==> src/rtl/comnet_pkg.sv <==
// Shared widths, opcode encodings and FSM states for the comnet link master.
package comnet_pkg;

  localparam int ADDR_W   = 16;
  localparam int DATA_W   = 32;
  localparam int CMD_W    = 1 + ADDR_W + DATA_W;
  localparam int BITCNT_W = 6;

  localparam logic OP_WRITE = 1'b1;
  localparam logic OP_READ  = 1'b0;

  typedef enum logic [2:0] {
    IDLE,
    START,
    CMD,
    WAIT_RESP,
    STATUS,
    RDATA,
    STOP,
    DONE
  } state_t;

endpackage

==> src/rtl/comnet_sclk_gen.sv <==
// SCl generator: a bit is CLK_DIV cycles low followed by CLK_DIV cycles high.
// After clear the generator sits at the start of a high phase, so the START
// condition is simply the first high phase with SDa pulled low.
module comnet_sclk_gen #(
  parameter int CLK_DIV = 4
) (
  input  logic clk,
  input  logic rst,
  input  logic en,
  input  logic clr,
  output logic scl,
  output logic fall_tick,
  output logic sample_tick,
  output logic rise_tick
);

  localparam int CNT_W = (CLK_DIV > 1) ? $clog2(CLK_DIV) : 1;
  localparam logic [CNT_W-1:0] CNT_LAST = CNT_W'(CLK_DIV - 1);

  logic [CNT_W-1:0] cnt;
  logic             last;

  assign last = (cnt == CNT_LAST);

  // The last high cycle is both the RDa sample point and the cycle on which
  // the next SDa value is registered, so that SDa moves together with SCl fall.
  assign fall_tick   = en & scl & last;
  assign sample_tick = en & scl & last;
  assign rise_tick   = en & ~scl & last;

  // Half-period counter and SCl phase register.
  always_ff @(posedge clk) begin
    if (rst || clr) begin
      cnt <= '0;
      scl <= 1'b1;
    end else if (en) begin
      if (last) begin
        cnt <= '0;
        scl <= ~scl;
      end else begin
        cnt <= cnt + CNT_W'(1);
      end
    end
  end

endmodule

==> src/rtl/comnet_master.sv <==
// comnet register-link initiator: serialises a read/write request onto
// SDa/SCl, collects the target's response on RDa and reports status.
module comnet_master
  import comnet_pkg::*;
#(
  parameter int CLK_DIV   = 4,
  parameter int RESP_WAIT = 64
) (
  input  logic        clk,
  input  logic        rst,
  input  logic        start,
  input  logic        wr,
  input  logic [15:0] addr,
  input  logic [31:0] wdata,
  output logic        busy,
  output logic        done,
  output logic [31:0] rdata,
  output logic        ack,
  output logic        nack,
  output logic        unknown,
  output logic        timeout,
  output logic        SDa,
  output logic        SCl,
  input  logic        RDa
);

  localparam int WAIT_W = $clog2(RESP_WAIT + 1);
  localparam logic [WAIT_W-1:0]   WAIT_LOAD   = WAIT_W'(RESP_WAIT - 1);
  localparam logic [BITCNT_W-1:0] WR_CMD_LAST = BITCNT_W'(CMD_W - 1);
  localparam logic [BITCNT_W-1:0] RD_CMD_LAST = BITCNT_W'(ADDR_W);
  localparam logic [BITCNT_W-1:0] DATA_LAST   = BITCNT_W'(DATA_W - 1);

  state_t state, state_n;

  logic                gen_en, gen_clr;
  logic                scl_gen, fall_tick, sample_tick, rise_tick;
  logic                rda_p0, rda_p1;
  logic                sda;
  logic                stop_hi;
  logic [BITCNT_W-1:0] bit_cnt;
  logic [WAIT_W-1:0]   wait_cnt;
  logic                op;
  logic [CMD_W-1:0]    cmd_sr;
  logic                ack_bit;
  logic [DATA_W-2:0]   shadow;
  logic                read_ack;

  comnet_sclk_gen #(
    .CLK_DIV(CLK_DIV)
  ) u_sclk (
    .clk        (clk),
    .rst        (rst),
    .en         (gen_en),
    .clr        (gen_clr),
    .scl        (scl_gen),
    .fall_tick  (fall_tick),
    .sample_tick(sample_tick),
    .rise_tick  (rise_tick)
  );

  // During the final STOP phase the generator keeps counting a low phase for
  // timing, but SCl is held high so SDa can rise as the stop condition.
  assign SCl = scl_gen | stop_hi;
  assign SDa = sda;

  assign read_ack = (op == OP_READ) && ack_bit;

  // State register.
  always_ff @(posedge clk) begin
    if (rst) state <= IDLE;
    else     state <= state_n;
  end

  // Next-state decode plus busy/done/generator controls.
  always_comb begin
    state_n = state;
    busy    = (state != IDLE);
    done    = (state == DONE);
    gen_en  = 1'b0;
    gen_clr = 1'b0;
    case (state)
      IDLE: begin
        gen_clr = 1'b1;
        if (start) state_n = START;
      end
      START: begin
        gen_en = 1'b1;
        if (fall_tick) state_n = CMD;
      end
      CMD: begin
        gen_en = 1'b1;
        if (fall_tick && bit_cnt == '0) state_n = WAIT_RESP;
      end
      WAIT_RESP: begin
        gen_en = 1'b1;
        if (sample_tick) begin
          if (rda_p1)              state_n = STATUS;
          else if (wait_cnt == '0) state_n = STOP;
        end
      end
      STATUS: begin
        gen_en = 1'b1;
        if (sample_tick && bit_cnt == '0) state_n = read_ack ? RDATA : STOP;
      end
      RDATA: begin
        gen_en = 1'b1;
        if (sample_tick && bit_cnt == '0) state_n = STOP;
      end
      STOP: begin
        gen_en = 1'b1;
        if (stop_hi && rise_tick) state_n = DONE;
      end
      DONE: begin
        gen_clr = 1'b1;
        state_n = IDLE;
      end
      default: state_n = IDLE;
    endcase
  end

  // Control path: RDa synchroniser, SDa, counters, status flags and rdata.
  always_ff @(posedge clk) begin
    if (rst) begin
      rda_p0   <= 1'b0;
      rda_p1   <= 1'b0;
      sda      <= 1'b1;
      stop_hi  <= 1'b0;
      bit_cnt  <= '0;
      wait_cnt <= '0;
      ack      <= 1'b0;
      nack     <= 1'b0;
      unknown  <= 1'b0;
      timeout  <= 1'b0;
      rdata    <= '0;
    end else begin
      rda_p0 <= RDa;
      rda_p1 <= rda_p0;
      case (state)
        IDLE: begin
          sda     <= 1'b1;
          stop_hi <= 1'b0;
          if (start) begin
            sda     <= 1'b0;
            ack     <= 1'b0;
            nack    <= 1'b0;
            unknown <= 1'b0;
            timeout <= 1'b0;
          end
        end
        START: begin
          if (fall_tick) begin
            sda     <= cmd_sr[CMD_W-1];
            bit_cnt <= (op == OP_WRITE) ? WR_CMD_LAST : RD_CMD_LAST;
          end
        end
        CMD: begin
          if (fall_tick) begin
            if (bit_cnt == '0) begin
              sda      <= 1'b1;
              wait_cnt <= WAIT_LOAD;
            end else begin
              sda     <= cmd_sr[CMD_W-1];
              bit_cnt <= bit_cnt - BITCNT_W'(1);
            end
          end
        end
        WAIT_RESP: begin
          if (sample_tick) begin
            if (rda_p1) begin
              bit_cnt <= BITCNT_W'(1);
            end else if (wait_cnt == '0) begin
              timeout <= 1'b1;
              sda     <= 1'b0;
            end else begin
              wait_cnt <= wait_cnt - WAIT_W'(1);
            end
          end
        end
        STATUS: begin
          if (sample_tick) begin
            if (bit_cnt != '0) begin
              bit_cnt <= bit_cnt - BITCNT_W'(1);
            end else begin
              ack     <= ack_bit;
              nack    <= ~ack_bit;
              unknown <= rda_p1;
              if (read_ack) bit_cnt <= DATA_LAST;
              else          sda     <= 1'b0;
            end
          end
        end
        RDATA: begin
          if (sample_tick) begin
            if (bit_cnt == '0) begin
              rdata <= {shadow, rda_p1};
              sda   <= 1'b0;
            end else begin
              bit_cnt <= bit_cnt - BITCNT_W'(1);
            end
          end
        end
        STOP: begin
          if (fall_tick && !stop_hi) begin
            sda     <= 1'b1;
            stop_hi <= 1'b1;
          end
        end
        DONE: begin
          sda     <= 1'b1;
          stop_hi <= 1'b0;
        end
        default: sda <= 1'b1;
      endcase
    end
  end

  // Data path: request latch, command shifter, first status bit, read shadow.
  always_ff @(posedge clk) begin
    if (state == IDLE && start) begin
      op     <= wr;
      cmd_sr <= {wr, addr, wdata};
    end else if ((state == START || state == CMD) && fall_tick) begin
      cmd_sr <= {cmd_sr[CMD_W-2:0], 1'b0};
    end
    if (state == STATUS && sample_tick && bit_cnt != '0) ack_bit <= rda_p1;
    if (state == RDATA && sample_tick) shadow <= {shadow[DATA_W-3:0], rda_p1};
  end

endmodule
==> config.mk <==
export PLATFORM = sky130hd
export DESIGN_NAME = comnet_master
export DESIGN_NICKNAME = d
export VERILOG_FILES = /design/src/rtl/comnet_pkg.sv /design/src/rtl/comnet_sclk_gen.sv /design/src/rtl/comnet_master.sv
export SDC_FILE = /design/constraint.sdc
export NUM_CORES = 1
export LEC_CHECK = 0
export ABC_AREA = 1
export CELL_PAD_IN_SITES_DETAIL_PLACEMENT = 0
export CELL_PAD_IN_SITES_GLOBAL_PLACEMENT = 2
export CORE_UTILIZATION = 35
export DETAILED_ROUTE_END_ITERATION = 10
export GPL_TIMING_DRIVEN = 1
export PLACE_DENSITY = 0.91
export SLEW_MARGIN = 20
export SYNTH_ARGS = -nofsm -noshare
export SYNTH_HDL_FRONTEND = slang
export SYNTH_SLANG_ARGS = --single-unit
==> constraint.sdc <==
create_clock -name clk -period 6.1 [get_ports clk]
set_clock_uncertainty 0.2 [all_clocks]
set_input_delay 1.22 -clock clk [delete_from_list [all_inputs] [get_ports clk]]
set_output_delay 1.22 -clock clk [all_outputs]
set_load 0.1 [all_outputs]
Word-level counts from Yosys, hierarchy flattened
Cells that the tools add are included.
{"block": "totals", "input_bits": 53, "regBits": 141, "elab_cells": 156, "output_inout_bits": 40}
{"block": "op_classes", "n_eq_ne": 31, "n_reduce_logical": 35, "bitwise": 8, "add_sub_neg": 3, "mux": 61}
{"op": "49-bit 2-to-1 mux", "n": 2}
{"op": "6-bit 2-to-1 mux", "n": 9}
{"op": "2-bit != test, second input constant", "n": 20}
{"op": "7-bit 2-to-1 mux", "n": 5}
{"op": "3-bit 2-to-1 mux", "n": 9}
{"op": "1-bit 2-to-1 mux", "n": 25}
{"op": "3-bit case mux with 8 select lines", "n": 1}
{"op": "6-bit case mux with 4 select lines", "n": 1}
{"op": "8-bit AND reduction", "n": 2}
{"op": "7-bit case mux with 2 select lines", "n": 1}
{"op": "3-bit equality test, second input constant", "n": 4}
{"op": "11-bit AND reduction", "n": 1}
{"op": "1-bit case mux with 2 select lines", "n": 5}
{"op": "2-bit nonzero test", "n": 5}
{"op": "1-bit logical AND", "n": 9}
{"op": "1-bit case mux with 8 select lines", "n": 1}
{"op": "7-bit logical NOT", "n": 1}
{"op": "7-bit by 1-bit subtractor with 7-bit output, second input constant", "n": 1}
{"op": "3-bit by 2-bit equality test with 1-bit output, second input constant", "n": 2}
{"op": "6-bit logical NOT", "n": 1}
{"op": "6-bit AND reduction", "n": 1}
{"op": "6-bit nonzero test", "n": 1}
{"op": "6-bit OR reduction", "n": 1}
{"op": "6-bit by 1-bit subtractor with 6-bit output, second input constant", "n": 1}
{"op": "other kinds (20)", "n": 29}

Longest topological paths before layout
{"block": "logic_depth", "depth_word": 8, "depth_mapped": 12, "ltp_nobuf": 11}

Modules after synthesis
A second synthesis with hierarchy kept.
{"block": "hier_totals", "hier_cells": 705, "area_unflattened_um2": 6304.8}
{"module": "comnet_master", "cells_per_inst": 680, "seq_area_each_um2": 3583.4, "area_each_um2": 6134.6, "n_inst": 1}
{"module": "comnet_sclk_gen", "cells_per_inst": 25, "seq_area_each_um2": 60.1, "area_each_um2": 170.2, "n_inst": 1}

Worst setup path after synthesis
No wires, ideal clock.
{"block": "synth_timing", "path_type": "input-to-reg", "startpoint": "input start", "endpoint": "register cmd_sr[0], enable pin", "setup_time_ns": 0.408, "cell_stages": 5, "setup_slack_ns": 2.677, "n_path_buf": 1, "arrival_ns": 2.815, "t_required_ns": 5.492, "cell_sequence": "inv_1 > nor2_2 > inv_2 > clkbuf_1 > nand2_1"}
{"block": "synth_between", "elab_chain_len": 2}
{"item": "from (decl)", "line_no": "comnet_master.sv:11", "rtl": "input logic start,"}
{"item": "1-bit logical AND", "line_no": "comnet_master.sv:219", "rtl": "if (state == IDLE && start) begin"}
{"item": "2-bit nonzero test (no line)"}
{"item": "to (signal assigned)", "line_no": "comnet_master.sv:221", "rtl": "cmd_sr <= {wr, addr, wdata};"}
{"item": "to (signal assigned)", "line_no": "comnet_master.sv:223", "rtl": "cmd_sr <= {cmd_sr[CMD_W-2:0], 1'b0};"}
{"item": "to (decl)", "line_no": "comnet_master.sv:43", "rtl": "logic [CMD_W-1:0] cmd_sr;"}
No other way between the ends.
A chain may end at the register's enable or synchronous reset.

Worst setup path in the final report
{"block": "layout_timing", "startpoint": "register state[2]", "endpoint": "output done"}
{"block": "layout_between", "elab_chain_len": 1}
{"item": "from (decl)", "line_no": "comnet_master.sv:33", "rtl": "state_t state, state_n;"}
{"item": "from (signal assigned)", "line_no": "comnet_master.sv:71", "rtl": "else state <= state_n;"}
{"item": "3-bit equality test", "line_no": "comnet_master.sv:78", "rtl": "done = (state == DONE);"}
{"item": "to (decl)", "line_no": "comnet_master.sv:16", "rtl": "output logic done,"}
No other way between the ends.

==> results.toml <==
[clock_network]
cts_sinks = 141
clk_path_buf_depth = 2
cts_tree = "yes"
cts_resized = 0
post_cts.repair.setup_buffers = 0
cts-root-buf = "clkbuf_16"
clkSlewWorstSetupHoldPaths_ns = 0.06
h-tree-depth = 4
hold_buffers = 0
worstSkewPairLatency_ns = 0.42
cts_buffers = 17

[routing]
antenna_left = 0
wl_met3_um = 635
wirelength_mm = 12.4
vias = 4550
met2WireLength_mm = 5.57
drt-met1-wl_mm = 6.06
top_layer = "met4"
wl_per_cell_um = 12.6
drt_iter0_drc = 306
routed_via_density = 4.61
first_pass_iters = 4
drt_drc_violations_left = 0

[setup_path]
worst-endpoint-required_ns = 4.68
critPathMaxStageDelay_ns = 1.13
startpoint_type = "flop"
end_kind = "output port"
critical_path.cell_chain = "nand3_1, inv_1, clkdlybuf4s50_1"
crit_slowest_cell = "clkdlybuf4s50_1"
crit_arrival_ns = 2.49
criticalPathCategory = "reg2out"
cp_max_fo = 12

[die]
dieArea_um2 = 17800
chipHeight_um = 133
core_region_area_um2 = 16700
initial_core_util_pct = 36.1
num_rows = 47
boundaryPins = 93
die_w_um = 133

[placement]
gp_congestion = 0.833
place_ws_ns = 2.10
dp_hpwl_mm = 8.63
port_buffers = 92

[finish]
drive_above_1_share_pct = 7.95
layout_common_cells = "nand2_1, nor2_1, clkdlybuf4s50_1"
mostFrequentLayoutCell = "nand2_1"
fillers = 1583
final_nets = 812
area_growth_pct = 27.2
antenna_cells = 0

[synthesis]
ys_warn_count = 0
synth-edff-count = 82
synthFlopType = "edfxtp_1"
synth_area_um2 = 6030
yosysTopAreaCell = "edfxtp_1"
seq_area_frac_synth_pct = 60.4
synthTopCellsByArea = "edfxtp_1, dfxtp_1, nand2_1, nor2_1, o21ai_0"
ys_types = 38
syn_inst = 665
synth_top_cell_area_share_pct = 40.8
ys_async_sr_fraction_pct = 0
avgSynthCellArea_um2 = 9.07
yosys_register_bits = 141
syn_nets = 723

[pwr]
p_per_area_nw_per_um2 = 441
peakVddDrop_mv = 0.200
leakagePower_nw = 3.10
p_total_mw = 3.38

[timing]
setup_viol = 0
fin_ws_ns = 2.19
hold_viol_final = 0
slew_headroom_pct = 34.2
max_freq_mhz = 256
holdWs_ns = 0.212
rsz0062_at_grt = "false"
slew_violations = 0
tightest_slew_ns = 0.984
post-route-period-util_pct = 64.1
min_period_ns = 3.91
tns_ns = 0

[min_path]
hold_class = "reg2reg"

[outcome]
run_status = "finished, final reports clean"

[global_route]
antenna_found_initial = 0
overflow = 0
grt_pass1_wl_mm = 21.1
gr-usage-all-layers_pct = 15.0
grt_max_degree = 52
grt_pass1_vias = 4370

[flow_run]
max-cap-violations = 0
==> sequential cells by signal, indices dropped and copies added, names as in the netlist, 2 cells and up <==
signal,count
bit_cnt,6
cmd_sr,49
rdata,32
shadow,31
state,3
u_sclk.cnt,2
wait_cnt,7
==> power by group <==
| group | internal (mW) | switching (mW) | leakage [nW] |
|---|---|---|---|
| clock | 0.559 | 0.432 | 0.288 |
| sequential | 1.24 | 0.0815 | 1.24 |
| combinational | 0.341 | 0.725 | 1.56 |
==> routing by layer <==
layer	vias up	GRT usage (%)
li1	2353	-
met1	2056	20.4
met4	0	5.11
met3	17	3.96
met5	-	0
met2	124	23.2
==> metrics by stage <==
step	utilization, %	cell area (µm²)	std cells
3_3_place_gp	42.5	7090	955
4_1_cts	45.9	7670	987
3_5_place_dp	42.5	7090	955
5_1_grt	45.9	7670	987
6_report	45.9	7670	987
2_1_floorplan	-	6030	665
==> worst max-delay path: cells and delay by family, from the launching register on <==
kind	cells	cell delay [ns]
buf+inv	2	1.26
flops	1	0.55
simple gates	1	0.26
==> kinds of logic after synthesis <==
logic type / synth area share [%]
AND/OR/NAND/NOR: 27.0
flip-flops: 60.4
buffers and inverters: 5.12
AO/OA/AOI/OAI: 5.81
adder cells (fa/ha/maj): 1.04
XOR/XNOR: 0.581
==> Yosys cell counts (2+ instances only) <==
| cell | number |
|---|---|
| nand3_4 | 2 |
| o21ai_1 | 11 |
| buf_2 | 2 |
| xor2_1 | 2 |
| inv_1 | 34 |
| inv_2 | 4 |
| a21oi_1 | 12 |
| dfxtp_1 | 59 |
| nor2_2 | 2 |
| nor2_4 | 3 |
| nand3_1 | 19 |
| nor3_1 | 3 |
| nand2_1 | 230 |
| xnor2_1 | 2 |
| o21ai_0 | 32 |
| nor2_1 | 104 |
| nand2_4 | 2 |
| a21oi_2 | 2 |
| edfxtp_1 | 82 |
| clkbuf_1 | 12 |
| nand2_2 | 3 |
| nand4_1 | 15 |
| ha_1 | 5 |
| buf_6 | 8 |
| or2_2 | 2 |
==> cell type report <==
| type | instances | area, µm² | area share, % |
|---|---|---|---|
| inverter | 40 | 153 | 1.99 |
| tap | 220 | 275 | 3.59 |
| clock inverter | 14 | 124 | 1.61 |
| multi-input combinational | 460 | 2090 | 27.3 |
| timing repair buffer | 94 | 936 | 12.2 |
| clock buffer | 18 | 450 | 5.87 |
| sequential | 141 | 3640 | 47.5 |
==> path summary, 6_finish.rpt <==
kind | slack (ns) | end | from | cells past startpoint
worst max-delay path | 2.19 | done | state[2] | 3
worst min-delay path | 0.21 | rda_p1 | rda_p0 | 2
worst max register to register | 2.89 | rdata[0] | state[2] | 8
worst min register to register | 0.21 | rda_p1 | rda_p0 | 2
Note: power is estimated with default switching activity, not from simulation.
